`config.mk`:
```
export PLATFORM = sky130hd
export DESIGN_NAME = flag_thermo_serializer
export DESIGN_NICKNAME = d
export VERILOG_FILES = /design/src/rtl/flag_pkg.sv /design/src/rtl/code_fifo.sv /design/src/rtl/flag_thermo_serializer.sv
export SDC_FILE = /design/constraint.sdc
export NUM_CORES = 1
export LEC_CHECK = 0
export BUFFER_PORTS_ARGS = -buffer_cell sky130_fd_sc_hd__buf_2
export CAP_MARGIN = 30
export CORE_MARGIN = 4
export CORE_UTILIZATION = 53
export CTS_BUF_LIST = sky130_fd_sc_hd__clkbuf_2
export CTS_CLUSTER_SIZE = 30
export DETAILED_ROUTE_END_ITERATION = 8
export GPL_TIMING_DRIVEN = 0
export PLACE_DENSITY = 0.86
export SYNTH_ARGS = -nofsm -noshare
export SYNTH_HDL_FRONTEND = slang
export SYNTH_HIERARCHICAL = 1
export SYNTH_SLANG_ARGS = --single-unit
```
`constraint.sdc`:
```
create_clock -name clk -period 1.9 [get_ports clk]
set_input_delay 0.095 -clock clk [delete_from_list [all_inputs] [get_ports clk]]
set_output_delay 0.095 -clock clk [all_outputs]
set_load 0.05 [all_outputs]
```
`src/rtl/flag_pkg.sv`:
```
// Shared defaults, FSM state type and thermometer helper for the flag serializer.
package flag_pkg;

    localparam int FLAG_NFLAGS = 10;
    localparam int FLAG_CODE_W = 5;

    typedef enum logic {
        IDLE,
        EMIT
    } state_t;

    function automatic logic thermo_bit(input int unsigned code, input int unsigned idx);
        return idx < code;
    endfunction

endpackage

```
`src/rtl/code_fifo.sv`:
```
// Synchronous code buffer; combinational head read, push ignored while full, pop ignored while empty.
module code_fifo #(
    parameter int W     = 5,
    parameter int DEPTH = 2
) (
    input  logic         clk,
    input  logic         rst_n,
    input  logic         push,
    input  logic         pop,
    input  logic [W-1:0] din,
    output logic [W-1:0] dout,
    output logic         full,
    output logic         empty
);
    localparam int AW = $clog2(DEPTH);

    logic [W-1:0] r_mem [DEPTH];
    logic [AW:0]  r_wr_ptr;
    logic [AW:0]  r_rd_ptr;
    logic         w_push;
    logic         w_pop;

    // Extra pointer MSB distinguishes full from empty when the index bits match.
    assign full   = (r_wr_ptr[AW] != r_rd_ptr[AW]) && (r_wr_ptr[AW-1:0] == r_rd_ptr[AW-1:0]);
    assign empty  = (r_wr_ptr == r_rd_ptr);
    assign w_push = push && !full;
    assign w_pop  = pop && !empty;
    assign dout   = r_mem[r_rd_ptr[AW-1:0]];

    always_ff @(posedge clk or negedge rst_n) begin
        if (!rst_n) begin
            r_wr_ptr <= '0;
            r_rd_ptr <= '0;
        end else begin
            if (w_push) r_wr_ptr <= r_wr_ptr + (AW+1)'(1);
            if (w_pop)  r_rd_ptr <= r_rd_ptr + (AW+1)'(1);
        end
    end

    always_ff @(posedge clk) begin
        if (w_push) r_mem[r_wr_ptr[AW-1:0]] <= din;
    end

endmodule

```
`src/rtl/flag_thermo_serializer.sv`:
```
// Expands buffered count codes into NFLAGS-bit thermometer frames streamed LSB first;
// first bit one cycle after the pop, outputs registered and held while out_ready is low.
module flag_thermo_serializer
    import flag_pkg::*;
#(
    parameter int NFLAGS     = FLAG_NFLAGS,
    parameter int CODE_W     = FLAG_CODE_W,
    parameter int FIFO_DEPTH = 2,
    parameter int CNT_W      = 16
) (
    input  logic              clk,
    input  logic              rst_n,
    input  logic              in_valid,
    output logic              in_ready,
    input  logic [CODE_W-1:0] in_code,
    output logic              out_valid,
    input  logic              out_ready,
    output logic              out_bit,
    output logic              out_last,
    output logic              err,
    input  logic              err_clr,
    output logic [CNT_W-1:0]  frame_cnt
);
    localparam int                IW       = $clog2(NFLAGS);
    localparam logic [CODE_W-1:0] MAX_CODE = CODE_W'(NFLAGS);
    localparam logic [IW-1:0]     LAST_IDX = IW'(NFLAGS - 1);

    state_t            r_state;
    logic [CODE_W-1:0] r_code;
    logic [IW-1:0]     r_idx;
    logic              r_out_vld;
    logic              r_out_bit;
    logic              r_out_last;
    logic              r_err;
    logic [CNT_W-1:0]  r_frame_cnt;

    logic              w_full;
    logic              w_empty;
    logic              w_acc;
    logic              w_over;
    logic              w_pop;
    logic [CODE_W-1:0] w_sat_code;
    logic [CODE_W-1:0] w_head;
    logic [IW-1:0]     w_idx_nxt;

    assign in_ready   = !w_full;
    assign w_acc      = in_valid && in_ready;
    assign w_over     = (in_code > MAX_CODE);
    assign w_sat_code = w_over ? MAX_CODE : in_code;
    assign w_idx_nxt  = r_idx + IW'(1);
    // Head is consumed on the IDLE->EMIT step and on the last beat of each frame.
    assign w_pop      = (r_state == IDLE) || (out_ready && r_out_last);

    code_fifo #(
        .W     (CODE_W),
        .DEPTH (FIFO_DEPTH)
    ) u_code_fifo (
        .clk   (clk),
        .rst_n (rst_n),
        .push  (w_acc),
        .pop   (w_pop),
        .din   (w_sat_code),
        .dout  (w_head),
        .full  (w_full),
        .empty (w_empty)
    );

    always_ff @(posedge clk or negedge rst_n) begin
        if (!rst_n) begin
            r_err <= 1'b0;
        end else if (w_acc && w_over) begin
            r_err <= 1'b1;
        end else if (err_clr) begin
            r_err <= 1'b0;
        end
    end

    always_ff @(posedge clk or negedge rst_n) begin
        if (!rst_n) begin
            r_state     <= IDLE;
            r_code      <= '0;
            r_idx       <= '0;
            r_out_vld   <= 1'b0;
            r_out_bit   <= 1'b0;
            r_out_last  <= 1'b0;
            r_frame_cnt <= '0;
        end else begin
            case (r_state)
                IDLE: begin
                    if (!w_empty) begin
                        r_state    <= EMIT;
                        r_code     <= w_head;
                        r_idx      <= '0;
                        r_out_vld  <= 1'b1;
                        r_out_bit  <= thermo_bit(32'(w_head), 0);
                        r_out_last <= (LAST_IDX == '0);
                    end
                end
                EMIT: begin
                    if (out_ready) begin
                        if (!r_out_last) begin
                            r_idx      <= w_idx_nxt;
                            r_out_bit  <= thermo_bit(32'(r_code), 32'(w_idx_nxt));
                            r_out_last <= (w_idx_nxt == LAST_IDX);
                        end else begin
                            r_frame_cnt <= r_frame_cnt + CNT_W'(1);
                            if (!w_empty) begin
                                r_code     <= w_head;
                                r_idx      <= '0;
                                r_out_bit  <= thermo_bit(32'(w_head), 0);
                                r_out_last <= (LAST_IDX == '0);
                            end else begin
                                r_state    <= IDLE;
                                r_out_vld  <= 1'b0;
                                r_out_bit  <= 1'b0;
                                r_out_last <= 1'b0;
                            end
                        end
                    end
                end
                default: r_state <= IDLE;
            endcase
        end
    end

    assign out_valid = r_out_vld;
    assign out_bit   = r_out_bit;
    assign out_last  = r_out_last;
    assign err       = r_err;
    assign frame_cnt = r_frame_cnt;

endmodule

```
==> impl_metrics.py, run 1 <==
metrics = {
    "global_routing": {
        "grt_usage_pct": 18.69,
        "grt_pass1_wl_um": 7479,
        "antenna_found_initial": 0,
        "grt-ovfl-total": 0,
        "grt.met3_usage_pct": 3.927,
        "grt_pass1_vias": 1589,
        "grtUsageMet2_pct": 31.43,
        "busiest_layer": "met2",
        "use_met1_pct": 24.29,
        "grt_max_degree": 35,
    },
    "floorplan": {
        "ios": 31,
        "die_height_um": 71.52,
        "die_x_um": 71.52,
        "fp.dieArea_sq_um": 5114,
        "rows": 22,
        "core_area_sq_um": 3771,
        "start_util_pct": 56.70,
    },
    "min_path": {
        "min_from": "in_code[2]",
        "min_path_type": "input pin to register",
        "hold_path_depth": 3,
        "hold_end": "u_code_fifo/r_mem[1][2]$_DFFE_PP_",
    },
    "yosys": {
        "yosysTopAreaCell": "dfrtp_1",
        "synth_enable_flop_cells": 10,
        "synth.most_common_cell": "dfrtp_1",
        "syn-cell-area_sq_um": 2138,
        "synth_area_leaders": "dfrtp_1, edfxtp_1, mux2_2",
        "seq_area_frac_synth_pct": 53.83,
        "yosysWarnings": 6,
        "synth_cell_types": 38,
        "synth_top_area_share_pct": 39.79,
        "async_reset_ff_share_pct": 77.27,
        "yosys-top-cells-count": "dfrtp_1, nand2_1, nor2_1",
        "synth-seq-cells": 44,
        "synth-main-ff-cell": "dfrtp_1",
        "syn_inst": 195,
        "post_synth.cell_area_avg_sq_um": 10.97,
    },
    "outcome": {
        "status": "completed",
    },
    "clock_network": {
        "htree_levels": 2,
        "numCtsBuffers": 5,
        "clock_path_buffers": 2,
        "clk_pin_slew_worst_paths_ns": 0.22,
        "cts-root-buf": "clkbuf_2",
        "clock_latency_ns": 0.41,
        "cts_tree": "built",
        "cts_sinks": 44,
    },
    "timing": {
        "worst_pin_slew_ns": 0.7552,
        "finClkSkew_ns": 0.01588,
        "finalSetupViolCount": 0,
        "max_slew_margin_pct": 49.66,
        "fmax_ghz": 0.5452,
        "fin_crit_sh_pct": 96.53,
        "rsz0062_at_grt": "true",
        "period_minus_slack_ns": 1.834,
        "slew_violations": 0,
        "hold_viol": 0,
        "fin_ws_ns": 0.06586,
        "fin_tns_setup_ns": 0,
    },
    "detailed_routing": {
        "vias": 1617,
        "drtPass1Iterations": 4,
        "drt_iter0_markers": 79,
        "ant_nets": 0,
        "routed_wirelength_um": 4402,
        "drc": 0,
        "wl_per_cell_um": 14.82,
        "vias_per_cell": 5.444,
    },
    "critical_path": {
        "cp_max_fo": 3,
        "crit_buf_inv": 1,
        "critPathTopFamily": "compound AO/OA/AOI/OAI gates",
        "regToRegSetupSlack_ns": 0.07,
        "critical_path.startpoint_type": "register",
        "slowest_delay_ns": 0.46,
        "path_cells": "buf_4, ha_2, xor2_2, ha_1, o211ai_1, a211oi_1, o41ai_2",
        "worstSetupPathType": "register to register",
        "crit_required_ns": 2.20,
        "critPathSlowestCell": "dfrtp_1",
        "crit_path_end_kind": "register",
        "r2r-end": "out_bit$_DFFE_PN0P_",
        "r2r-start": "r_idx[1]$_DFFE_PN0N_",
        "worstPathArrival_ns": 2.13,
        "reg2regPathDepth": 7,
    },
    "power_and_ir_drop": {
        "irDropWorstVdd_v": 0.0009541,
        "p_sw_uw": 1513,
        "power_frac_comb_pct": 48.6,
        "powerDensity_nw_per_um2": 1363,
        "total_power_uw": 3527,
        "pwr-share-seq_pct": 40.4,
        "leakagePower_uw": 0.001247,
        "switching_share_pct": 42.89,
        "power.internal_uw": 2014,
        "p_clk_share_pct": 11.0,
    },
    "cells_and_area": {
        "drive_gt1_share_pct": 30.52,
        "final_core_util_pct": 68.61,
        "final_area_sq_um": 2587,
        "synthToLayoutAreaGrowth_pct": 21.01,
        "fillers": 284,
        "diodes": 0,
        "nNetsFinal": 264,
    },
    "place": {
        "dpl.hpwl_um": 2904,
        "io_buffers": 30,
        "place.gp.congestion": 0.8090,
        "placed_area_sq_um": 2352,
        "place_ws_ns": -0.3126,
    },
    "flow_run": {
        "drv_cap": 0,
    },
}
==> registers in the layout (all words and copies together), names as in the netlist <==
| register | count |
|---|---|
| u_code_fifo/r_mem | 10 |
| r_idx | 4 |
| u_code_fifo/r_rd_ptr | 2 |
| err | 1 |
| frame_cnt | 16 |
| u_code_fifo/r_wr_ptr | 2 |
| r_code | 5 |
| r_state | 1 |
| out_last | 1 |
| out_bit | 1 |
| out_valid | 1 |
==> final cells by class <==
cell class                 instances  area (sq um)  area share, %
buffer                             4         21.27         0.8221
timing repair buffer              45         280.3          10.83
clock buffer                       7         35.03          1.354
tap                               48         60.06          2.321
clock inverter                     1         3.754         0.1451
multi-input combinational        137         992.2          38.35
sequential                        44          1154          44.58
inverter                          11         41.29          1.596
==> power groups by stage <==
stage | clock (uW) | sequential, uW | combinational [uW]
after floorplan | 0 | 1580 | 922
after detailed placement | 0 | 1440 | 1410
after CTS | 400 | 1420 | 1590
after global placement | 0 | 1420 | 1380
final | 388 | 1420 | 1710
after global routing | 450 | 1460 | 1900
==> cells in the final DEF, fill, tap and decap left out, drive strengths merged, types with 5 or more instances in the layout <==
master	instances
a21oi	6
buf	40
clkbuf	10
dfrtp	34
dlygate4sd3	6
edfxtp	10
ha	6
inv	11
mux2	9
nand2	23
nand2b	5
nand3	5
nand4	5
nor2	12
o21ai	12
xnor2	9
xor2	11
==> cells by family (layout without fill, tap and decap cells) <==
kind of cell	after synthesis	in the layout	share of synthesized area, %
AND/OR/NAND/NOR	67	67	16.33
other	1	2	0.1754
XOR/XNOR	20	20	8.543
buffers and inverters	15	68	2.808
flip-flops	44	44	53.83
multiplexers	11	11	5.676
adder cells (fa/ha/maj)	6	6	3.511
AO/OA/AOI/OAI	31	31	9.128
==> what timing repair did <==
item                                   in CTS  in global routing
pin swaps                                   5                  1
hold buffers                                6                  0
setup endpoints to repair                  11                 16
resized for setup                          14                  4
endpoints found under the hold margin      41                  0
setup buffers                               3                  6
==> layer usage <==
| layer | up-vias | routed length, um |
|---|---|---|
| met5 | - | 0 |
| met4 | 0 | 53 |
| met3 | 7 | 235 |
| met2 | 41 | 2237 |
| met1 | 794 | 1875 |
| li1 | 775 | - |
==> worst max-delay path by stage <==
stage	from	to	slack, ns	cells after the start
3_3_place_gp	u_code_fifo/r_rd_ptr[0]$_DFFE_PN0P_	u_code_fifo/r_mem[1][4]$_DFFE_PP_	-0.25	6
3_5_place_dp	u_code_fifo/r_rd_ptr[0]$_DFFE_PN0P_	u_code_fifo/r_mem[1][4]$_DFFE_PP_	-0.31	6
4_1_cts	r_idx[0]$_DFFE_PN0N_	out_bit$_DFFE_PN0P_	0.002	7
6_report	r_idx[1]$_DFFE_PN0N_	out_bit$_DFFE_PN0P_	0.07	7
2_1_floorplan	u_code_fifo/r_rd_ptr[0]$_DFFE_PN0P_	u_code_fifo/r_mem[1][0]$_DFFE_PP_	0.08	6
5_1_grt	r_idx[0]$_DFFE_PN0N_	out_bit$_DFFE_PN0P_	-0.05	7
==> per-stage QoR <==
stage / cells / hold WS (ns)
after floorplan: 196 / -0.2006
after global placement: 274 / 0.1988
after detailed placement: 274 / 0.2034
after CTS: 291 / 0.02532
after global routing: 297 / 0.003834
final: 297 / 0.05914
==> tightest hold or removal path, stage by stage <==
cell and delay (ns):
buf_2 0.11, inv_1 0.05, nor2_1 0.06
Note: power is estimated with default switching activity, not from simulation.
==> run 2, diff against run 1 <==
==> constraint.sdc (replaced) <==
create_clock -name clk -period 1.5 [get_ports clk]
set_input_delay 0.075 -clock clk [delete_from_list [all_inputs] [get_ports clk]]
set_output_delay 0.075 -clock clk [all_outputs]
set_load 0.05 [all_outputs]
==> run 2 against run 1 <==
Against the previous run: the flow now finishes with violations (negative setup slack); cell count up 4.7%; sequential cell count unchanged; global-route usage up 1.2 points; non-clock buffer count up 14; clock skew down 0.011 ns; clock-buffer cell count unchanged; sequential share of layout area down 3.8 points; wire length up 16%; critical path depth down 1; sequential power up 32%; core utilization up 7.7 points; largest cell class unchanged.
==> impl_metrics.py, run 2 (same netlist as run 1, synthesis figures left out) <==
metrics = {
    "outcome": {
        "status": "finished with violations",
        "violations": "negative setup slack",
    },
    "clock_network": {
        "clock_path_buffers": 2,
        "clock_latency_ns": 0.41,
        "cts_tree": "built",
        "cts-root-buf": "clkbuf_2",
        "htree_levels": 2,
        "cts_sinks": 44,
        "clk_pin_slew_worst_paths_ns": 0.20,
        "numCtsBuffers": 5,
    },
    "power_and_ir_drop": {
        "powerDensity_nw_per_um2": 1878,
        "power.internal_uw": 3097,
        "pwr-share-seq_pct": 34.8,
        "leakagePower_uw": 0.001346,
        "irDropWorstVdd_v": 0.001371,
        "switching_share_pct": 42.68,
        "p_clk_share_pct": 9.2,
        "p_sw_uw": 2306,
        "power_frac_comb_pct": 56.0,
    },
    "detailed_routing": {
        "drc": 0,
        "vias_per_cell": 5.550,
        "routed_wirelength_um": 5117,
        "vias": 1726,
        "drt_iter0_markers": 76,
        "drtPass1Iterations": 5,
        "ant_nets": 0,
        "wl_per_cell_um": 16.45,
    },
    "critical_path": {
        "crit_required_ns": 1.82,
        "worstPathArrival_ns": 2.13,
        "cp_max_fo": 4,
        "critical_path.startpoint_type": "register",
        "worstSetupPathType": "register to register",
        "crit_path_end_kind": "register",
        "regToRegSetupSlack_ns": -0.31,
    },
    "floorplan": {
        "rows": 22,
        "die_x_um": 71.52,
        "core_area_sq_um": 3771,
        "fp.dieArea_sq_um": 5114,
        "start_util_pct": 56.70,
        "ios": 31,
        "die_height_um": 71.52,
    },
    "timing": {
        "rsz0062_at_grt": "true",
        "max_slew_margin_pct": 50.42,
        "fin_crit_sh_pct": 120.7,
        "hold_viol": 0,
        "fin_ws_ns": -0.3102,
        "period_minus_slack_ns": 1.810,
        "finalSetupViolCount": 19,
        "finClkSkew_ns": 0.004580,
        "fmax_ghz": 0.5524,
        "worst_pin_slew_ns": 0.7437,
        "slew_violations": 0,
        "fin_tns_setup_ns": -1.209,
    },
    "global_routing": {
        "grt_max_degree": 35,
        "grt_pass1_vias": 1723,
        "grt_usage_pct": 19.89,
        "antenna_found_initial": 0,
        "grt-ovfl-total": 0,
        "grt_pass1_wl_um": 7997,
    },
    "min_path": {
        "min_path_type": "input pin to register",
    },
    "cells_and_area": {
        "nNetsFinal": 278,
        "layout_common_cells": "buf_2, nand2_1, buf_4, dfrtp_1, dfrtp_2",
        "drive_gt1_share_pct": 44.11,
        "diodes": 0,
        "largest_register_ff_count": 16,
        "final_core_util_pct": 76.28,
        "synthToLayoutAreaGrowth_pct": 34.52,
        "mostFrequentLayoutCell": "buf_2",
    },
    "place": {
        "dpl.hpwl_um": 3044,
        "place.gp.congestion": 0.7842,
        "io_buffers": 30,
    },
    "flow_run": {
        "drv_cap": 0,
    },
}
run 2: final cells by class:
class / instances / area [sq um]
flip-flops and latches: 44 / 1172
multi-input cells: 137 / 1116
fillers: 241 / 894.6
repair buffers: 60 / 425.4
well taps: 48 / 60.06
inverters: 11 / 41.29
clock buffers: 7 / 35.03
plain buffers: 3 / 21.27
clock inverters: 1 / 5.005
run 2: path summary, 6_finish.rpt:
check,cells past startpoint,to,from
max,6,out_bit$_DFFE_PN0P_,r_idx[0]$_DFFE_PN0N_
min,3,frame_cnt[2]$_DFFE_PN0P_,out_ready
max reg2reg,6,out_bit$_DFFE_PN0P_,r_idx[0]$_DFFE_PN0N_
min reg2reg,1,frame_cnt[15]$_DFFE_PN0P_,frame_cnt[15]$_DFFE_PN0P_
max in group asynchronous,2,u_code_fifo/r_rd_ptr[1]$_DFFE_PN0P_,rst_n
min in group asynchronous,2,frame_cnt[5]$_DFFE_PN0P_,rst_n
run 2: metal layers:
| metal | vias to the layer above | global-route usage [%] | wire, um |
|---|---|---|---|
| met5 | - | 0 | 0 |
| met4 | 0 | 5.010 | 114 |
| met3 | 17 | 4.348 | 258 |
| met2 | 57 | 36.33 | 2811 |
| met1 | 847 | 23.61 | 1932 |
| li1 | 805 | - | - |
run 2: critical path: stages, from the launching register on:
cell      delay [ns]
dfrtp_2         0.49
ha_1            0.27
xor2_2          0.18
ha_1            0.29
o211ai_1        0.10
a211oi_1        0.30
o41ai_1         0.10
run 2: power groups by stage:
stage | logic [uW] | registers (uW) | clock network (uW)
5_1_grt | 3270 | 1920 | 563
6_report | 3030 | 1880 | 495
2_1_floorplan | 1420 | 2040 | 0
3_5_place_dp | 2090 | 1850 | 0
4_1_cts | 2460 | 1850 | 503
3_3_place_gp | 2000 | 1830 | 0
run 2: timing repair:
action	CTS	global route
resized for setup	12	23
hold buffers	7	1
pin swaps	5	9
setup endpoints to repair	19	25
endpoints found under the hold margin	43	2
setup buffers	12	11
run 2: stage by stage:
stage | hold WS [ns] | area [sq um] | cells | worst slack, ns | total power, uW
after floorplan | -0.2206 | 2248 | 196 | -0.1097 | 3458
after global placement | 0.1748 | 2459 | 274 | -0.3169 | 3827
final | 0.07381 | 2877 | 311 | -0.3102 | 5403
after detailed placement | 0.1897 | 2459 | 274 | -0.3630 | 3933
after CTS | 0.01437 | 2700 | 300 | -0.2945 | 4815
after global routing | 0.04443 | 2877 | 311 | -0.4101 | 5757
